### src/rtl/cpu_pkg.sv
// rtl/cpu_pkg.sv - shared types and constants for the boot loader
package cpu_pkg;

   typedef enum logic [2:0] {
      ST_IDLE,
      ST_LEN,
      ST_DATA,
      ST_CSUM,
      ST_RUN,
      ST_ERROR
   } loader_state_e;

   localparam logic [1:0] ERR_NONE     = 2'b00;
   localparam logic [1:0] ERR_CSUM     = 2'b01;
   localparam logic [1:0] ERR_TIMEOUT  = 2'b10;
   localparam logic [1:0] ERR_ZERO_LEN = 2'b11;

   localparam logic [7:0] DEFAULT_SYNC_BYTE = 8'hA5;

   // States in which the inter-byte timeout is armed.
   function automatic logic in_frame(input loader_state_e s);
      return (s == ST_LEN) || (s == ST_DATA) || (s == ST_CSUM);
   endfunction

endpackage

### src/rtl/boot_timeout_counter.sv
// rtl/boot_timeout_counter.sv - idle-cycle counter with expire pulse
module boot_timeout_counter #(
   parameter int unsigned TIMEOUT_CYCLES = 1024
) (
   input  logic clk,
   input  logic reset,
   input  logic clear,
   input  logic enable,
   output logic expire
);

   localparam int unsigned CW = $clog2(TIMEOUT_CYCLES) + 1;
   localparam logic [CW-1:0] LAST = CW'(TIMEOUT_CYCLES - 1);

   logic [CW-1:0] count_q, count_d;

   // Expire is independent of clear so the caller can resolve a same-cycle transfer itself.
   assign expire = enable && (count_q == LAST);

   // Next count: clear has priority, otherwise count up while enabled and saturate at LAST.
   always_comb begin
      count_d = count_q;
      if (clear) begin
         count_d = '0;
      end else if (enable && (count_q != LAST)) begin
         count_d = count_q + 1'b1;
      end
   end

   // Count register.
   always_ff @(posedge clk) begin
      if (reset) begin
         count_q <= '0;
      end else begin
         count_q <= count_d;
      end
   end

endmodule

### src/rtl/boot_loader.sv
// rtl/boot_loader.sv - byte-stream program loader with checksum and CPU reset control
module boot_loader
   import cpu_pkg::*;
#(
   parameter logic [7:0]  SYNC_BYTE      = DEFAULT_SYNC_BYTE,
   parameter int unsigned ADDR_WIDTH     = 8,
   parameter logic [ADDR_WIDTH-1:0] LOAD_BASE = '0,
   parameter int unsigned TIMEOUT_CYCLES = 1024
) (
   input  logic                  clk,
   input  logic                  reset,
   input  logic                  rx_valid,
   input  logic [7:0]            rx_data,
   output logic                  rx_ready,
   input  logic                  cpu_halt,
   output logic                  imem_we,
   output logic [ADDR_WIDTH-1:0] imem_addr,
   output logic [7:0]            imem_wdata,
   output logic                  cpu_reset,
   output logic                  load_done,
   output logic                  load_error,
   output logic [1:0]            err_code
);

   loader_state_e         state_q, state_d;
   logic [7:0]            cnt_q, cnt_d;
   logic [7:0]            sum_q, sum_d;
   logic [ADDR_WIDTH-1:0] addr_q, addr_d;

   logic                  imem_we_q, imem_we_d;
   logic [ADDR_WIDTH-1:0] imem_addr_q, imem_addr_d;
   logic [7:0]            imem_wdata_q, imem_wdata_d;
   logic                  cpu_reset_q, cpu_reset_d;
   logic                  load_done_q, load_done_d;
   logic                  load_error_q, load_error_d;
   logic [1:0]            err_code_q, err_code_d;

   logic                  xfer;
   logic                  expire;
   logic                  go_error;
   logic [1:0]            err_sel;

   // While running, bytes are only taken once the CPU has halted, so a stray sync cannot reload it.
   assign rx_ready = !reset && ((state_q == ST_RUN) ? cpu_halt : 1'b1);
   assign xfer     = rx_valid && rx_ready;

   assign imem_we    = imem_we_q;
   assign imem_addr  = imem_addr_q;
   assign imem_wdata = imem_wdata_q;
   assign cpu_reset  = cpu_reset_q;
   assign load_done  = load_done_q;
   assign load_error = load_error_q;
   assign err_code   = err_code_q;

   boot_timeout_counter #(
      .TIMEOUT_CYCLES (TIMEOUT_CYCLES)
   ) u_timeout (
      .clk    (clk),
      .reset  (reset),
      .clear  (xfer || (state_d != state_q)),
      .enable (in_frame(state_q)),
      .expire (expire)
   );

   // Next-state, checksum/address datapath and registered output values.
   always_comb begin
      state_d      = state_q;
      cnt_d        = cnt_q;
      sum_d        = sum_q;
      addr_d       = addr_q;
      imem_we_d    = 1'b0;
      imem_addr_d  = imem_addr_q;
      imem_wdata_d = imem_wdata_q;
      cpu_reset_d  = cpu_reset_q;
      load_done_d  = load_done_q;
      load_error_d = load_error_q;
      err_code_d   = err_code_q;
      go_error     = 1'b0;
      err_sel      = ERR_NONE;

      case (state_q)
         ST_IDLE: begin
            if (xfer && (rx_data == SYNC_BYTE)) begin
               state_d = ST_LEN;
            end
         end
         ST_LEN: begin
            if (xfer) begin
               if (rx_data == 8'd0) begin
                  go_error = 1'b1;
                  err_sel  = ERR_ZERO_LEN;
               end else begin
                  cnt_d   = rx_data;
                  sum_d   = rx_data;
                  addr_d  = LOAD_BASE;
                  state_d = ST_DATA;
               end
            end else if (expire) begin
               go_error = 1'b1;
               err_sel  = ERR_TIMEOUT;
            end
         end
         ST_DATA: begin
            if (xfer) begin
               imem_we_d    = 1'b1;
               imem_addr_d  = addr_q;
               imem_wdata_d = rx_data;
               addr_d       = addr_q + 1'b1;
               sum_d        = sum_q + rx_data;
               cnt_d        = cnt_q - 8'd1;
               if (cnt_q == 8'd1) begin
                  state_d = ST_CSUM;
               end
            end else if (expire) begin
               go_error = 1'b1;
               err_sel  = ERR_TIMEOUT;
            end
         end
         ST_CSUM: begin
            if (xfer) begin
               if (rx_data == sum_q) begin
                  state_d     = ST_RUN;
                  cpu_reset_d = 1'b0;
                  load_done_d = 1'b1;
               end else begin
                  go_error = 1'b1;
                  err_sel  = ERR_CSUM;
               end
            end else if (expire) begin
               go_error = 1'b1;
               err_sel  = ERR_TIMEOUT;
            end
         end
         ST_RUN: begin
            if (xfer && (rx_data == SYNC_BYTE)) begin
               state_d     = ST_LEN;
               cpu_reset_d = 1'b1;
               load_done_d = 1'b0;
            end
         end
         ST_ERROR: begin
            if (xfer && (rx_data == SYNC_BYTE)) begin
               state_d      = ST_LEN;
               load_error_d = 1'b0;
               err_code_d   = ERR_NONE;
            end
         end
         default: begin
            state_d = ST_IDLE;
         end
      endcase

      // Every rejection path holds the CPU in reset and reports the cause.
      if (go_error) begin
         state_d      = ST_ERROR;
         load_error_d = 1'b1;
         err_code_d   = err_sel;
         cpu_reset_d  = 1'b1;
         load_done_d  = 1'b0;
      end
   end

   // State, datapath and output registers.
   always_ff @(posedge clk) begin
      if (reset) begin
         state_q      <= ST_IDLE;
         cnt_q        <= 8'd0;
         sum_q        <= 8'd0;
         addr_q       <= LOAD_BASE;
         imem_we_q    <= 1'b0;
         imem_addr_q  <= LOAD_BASE;
         imem_wdata_q <= 8'd0;
         cpu_reset_q  <= 1'b1;
         load_done_q  <= 1'b0;
         load_error_q <= 1'b0;
         err_code_q   <= ERR_NONE;
      end else begin
         state_q      <= state_d;
         cnt_q        <= cnt_d;
         sum_q        <= sum_d;
         addr_q       <= addr_d;
         imem_we_q    <= imem_we_d;
         imem_addr_q  <= imem_addr_d;
         imem_wdata_q <= imem_wdata_d;
         cpu_reset_q  <= cpu_reset_d;
         load_done_q  <= load_done_d;
         load_error_q <= load_error_d;
         err_code_q   <= err_code_d;
      end
   end

endmodule

### config.mk
export PLATFORM = sky130hd
export DESIGN_NAME = boot_loader
export DESIGN_NICKNAME = d
export VERILOG_FILES = /design/src/rtl/cpu_pkg.sv /design/src/rtl/boot_timeout_counter.sv /design/src/rtl/boot_loader.sv
export SDC_FILE = /design/constraint.sdc
export NUM_CORES = 1
export LEC_CHECK = 0
export ABC_AREA = 1
export CAP_MARGIN = 10
export CELL_PAD_IN_SITES_DETAIL_PLACEMENT = 0
export CELL_PAD_IN_SITES_GLOBAL_PLACEMENT = 2
export CORE_MARGIN = 8
export CORE_UTILIZATION = 32
export DETAILED_ROUTE_END_ITERATION = 8
export DONT_BUFFER_PORTS = 1
export PLACE_DENSITY_LB_ADDON = 0.3
export SYNTH_ARGS = -nofsm -noshare
export SYNTH_HDL_FRONTEND = slang
export SYNTH_SLANG_ARGS = --single-unit
### constraint.sdc
create_clock -name clk -period 1.7 [get_ports clk]
set_input_delay 0.255 -clock clk [delete_from_list [all_inputs] [get_ports clk]]
set_output_delay 0.255 -clock clk [all_outputs]
set_load 0.005 [all_outputs]
==> flow_summary.toml <==
[final_layout]
final_cells = 650
fin_area_sq_um = 4230
antenna_cells = 0
nNetsFinal = 536
flow.area_growth_from_synthesis_pct = 31.6
layout.core_utilization_pct = 43.3
final_layout_size_suffix_gt1_share_pct = 28.8

[timing]
timing.slew.headroom_pct = 57.8
worst_slack_ns = -0.0350
setup_repair_after_global_routing_missed_its_margin = "yes"
fin_setup_tns_ns = -0.186
finalHoldViolations = 0
finalClockSkew_ns = 0.00512
setup_viol = 12
timing.final.crit_share_pct = 102
final_slew_violations = 0
maxClockFrequency_mhz = 576
tightestPinTransition_ns = 0.631
finalHoldWorstSlack_ns = 0.0714
timing.final.crit_period_ns = 1.74

[power_and_ir_drop]
power_leakage_nw = 1.65
power_density_nw_per_um2 = 705
p_total_mw = 2.98
vdd_drop_max_mv = 0.404

[worst_setup_path]
worst_path_largest_cell_delay_ns = 0.35
cp_max_fo = 6
critical_path.endpoint = "u_timeout.count_q[0]$_SDFFE_PP0P_"
worst_setup_slack_for_register_to_register_paths_ns = -0.04
critPathArrivalTime_ns = 2.01
r2r-start = "sum_q[5]$_SDFFE_PP0P_"
setup.worst_path.start_class = "flip-flop"
critPathBufInv = 2
worst_setup_path_startpoint = "sum_q[5]$_SDFFE_PP0P_"
crit_chain = "ha_4, inv_2, nand2_2, nor2_4, nand3_2, nand3_2, nand2_2, nor2_4, nand2_2, nand2_2, nand3_4, buf_12, nor2_2"
cp.required_ns = 1.97
path_common_cell = "sky130_fd_sc_hd__nand2_2"
path_class = "flip-flop to flip-flop"
cp-end-kind = "flip-flop"
cp_num_cells = 13
cp_slowest_cell = "sky130_fd_sc_hd__dfxtp_2"
crit_family = "simple AND/OR/NAND/NOR gates"
reg2reg_to = "u_timeout.count_q[0]$_SDFFE_PP0P_"
r2r_cells = 13

[run]
maxCapViolCount = 0

[placed_design]
detailed_place.area_sq_um = 3690
detailedPlace.worstSlack_ns = -0.155
place_congestion = 0.825
dpl.cell_count = 623
port_buffers = 0
detailedPlacementHpwl_um = 6630

[synthesis]
yosys.area.top_type_share_pct = 37.3
syn-num-nets = 484
synthesis.area_sq_um = 3220
yosys.cell_count.top_type = "sky130_fd_sc_hd__nand2_1"
most_frequently_used_flop_master_after_synthesis = "sky130_fd_sc_hd__dfxtp_1"
netlist_top_cells_area = "sky130_fd_sc_hd__dfxtp_1 37%, sky130_fd_sc_hd__nand2_1 8.8%, sky130_fd_sc_hd__nor2_1 7.7%, sky130_fd_sc_hd__o21ai_0 7.0%, sky130_fd_sc_hd__inv_1 5.8%"
synth_area_per_cell_sq_um = 6.99
synth-edff-count = 0
yosys_register_bits = 60
synth.largest_area_cell = "sky130_fd_sc_hd__dfxtp_1"
synthCells = 460
ys_async_rst_share_pct = 0
seq_area_frac_synth_pct = 37.3
yosysWarningCount = 0
netlist-cell-type-count = 33
post_synth_most_frequent_cells = "75 x sky130_fd_sc_hd__nand2_1, 66 x sky130_fd_sc_hd__nor2_1, 60 x sky130_fd_sc_hd__dfxtp_1"

[outcome]
violations = "setup timing"
run_status = "finished, violations left"

[routing]
via_cell_ratio = 4.70
post-route-drc-count = 0
drt_pass1_iterations = 4
route.vias.total = 3057
finalWirelength_um = 9080
number_of_drc_markers_in_iteration_0 = 138
route.detailed.wl_per_inst_um = 14.0
route.antenna.remaining_nets = 0

[clock_tree]
worst_skew_pair.late_latency_ns = 0.34
cts_root_buffer = "sky130_fd_sc_hd__clkbuf_8"
htree_num_levels = 3
path_clk_slew_ns = 0.07
clkSinkCount = 60
cts-buffers-inserted = 9
cts.path.max_buffers = 2
cts_tree = "yes"

[global_routing]
globalRouteTotalUtil_pct = 14.0
antenna_found_initial = 0
global_route.overflow_total = 0
grt_pass1_wl_um = 14600
first_global_vias = 2988
grt_start_max_net_pins = 36

[floorplan]
placement_rows = 36
io_pins = 35
die_x_um = 116
initial_core_util_pct = 32.9
die_area_sq_um = 13500
dieHeight_um = 116
core_region_area_sq_um = 9770

[hold_path]
min-delay-path-class = "primary input to flip-flop"
-- sequential cells by signal (all words and copies together) (netlist names) --
register	flops
u_timeout.count_q	11
addr_q	8
cnt_q	8
imem_addr	8
imem_wdata	8
sum_q	8
state_q	3
err_code	2
cpu_reset	1
imem_we	1
load_done	1
load_error	1
-- cell families after synthesis --
kind of cell,synth area share [%]
adders and majority gates,4.90
DFF,37.3
buffers and inverters,8.83
AOI/OAI and AO/OA,16.5
xor gates and xnor gates,4.36
muxes,0.311
and+or+nand+nor,27.8
-- placed cells by master (no fill, tap or decap), types with 2 or more instances in the layout --
master	netlist	layout
sky130_fd_sc_hd__a21oi_1	36	31
sky130_fd_sc_hd__a21oi_2	0	5
sky130_fd_sc_hd__a31oi_1	7	6
sky130_fd_sc_hd__buf_12	0	2
sky130_fd_sc_hd__buf_4	2	48
sky130_fd_sc_hd__buf_6	2	2
sky130_fd_sc_hd__clkbuf_8	0	13
sky130_fd_sc_hd__clkinv_2	1	2
sky130_fd_sc_hd__clkinvlp_4	0	2
sky130_fd_sc_hd__dfxtp_1	60	50
sky130_fd_sc_hd__dfxtp_2	0	10
sky130_fd_sc_hd__ha_1	11	4
sky130_fd_sc_hd__ha_4	0	7
sky130_fd_sc_hd__inv_1	50	41
sky130_fd_sc_hd__inv_2	4	10
sky130_fd_sc_hd__inv_4	0	2
sky130_fd_sc_hd__nand2_1	75	66
sky130_fd_sc_hd__nand2_2	5	13
sky130_fd_sc_hd__nand3_1	26	22
sky130_fd_sc_hd__nand3_2	3	6
sky130_fd_sc_hd__nand4_1	3	3
sky130_fd_sc_hd__nor2_1	66	60
sky130_fd_sc_hd__nor2_2	11	12
sky130_fd_sc_hd__nor2_4	3	8
sky130_fd_sc_hd__nor3_1	9	9
sky130_fd_sc_hd__o21a_1	2	2
sky130_fd_sc_hd__o21ai_0	45	42
sky130_fd_sc_hd__o21ai_1	7	10
sky130_fd_sc_hd__xnor2_1	6	6
sky130_fd_sc_hd__xor2_1	10	10
-- worst min-delay path by stage --
stage | slack (ns) | startpoint | end | cells past startpoint
CTS | 0.05 | rx_data[6] | imem_wdata[6]$_SDFFE_PP0P_ | 2
global route | 0.06 | rx_data[4] | imem_wdata[4]$_SDFFE_PP0P_ | 2
finish | 0.07 | rx_data[6] | imem_wdata[6]$_SDFFE_PP0P_ | 2
global placement | 0.33 | reset | load_error$_SDFFE_PP0P_ | 1
floorplan | 0.33 | reset | load_done$_SDFFE_PP0P_ | 1
detailed placement | 0.33 | reset | state_q[2]$_SDFF_PP0_ | 1
-- final cells by class --
type	instances	area, sq um
multi-input cells	332	1960
fillers	1018	5540
well taps	133	166
clock buffers	13	179
clock inverters	3	42.5
repair buffers	54	460
flip-flops and latches	60	1210
inverters	55	216
-- where the power goes --
part,total [mW],switching [mW],internal [mW]
logic,0.164,0.0957,0.0685
registers,1.41,0.000223,1.40
clock network,1.41,0.579,0.835
total,2.98,0.675,2.31
-- worst register-to-register path: cells and delay by family (launching register included) --
family / cells / cell delay [ns]
buf+inv: 2 / 0.23
fa+ha+maj: 1 / 0.20
flops: 1 / 0.35
simple gates: 10 / 0.88
-- timing repair --
action | CTS | global route
hold endpoints to repair | 12 | 0
hold buffers | 1 | 0
setup endpoints to repair | 23 | 56
cloned | 1 | 0
pin swaps | 10 | 13
gates resized for setup | 24 | 39
buffers inserted | 5 | 4
-- routing by layer --
metal	routed length (um)	GRT usage [%]	vias up
li1	-	-	1596
met1	4190	16.6	1405
met2	4380	23.6	50
met3	436	3.88	6
met4	65	4.93	0
met5	0	0	-
Power figures use the tool's default switching activity.
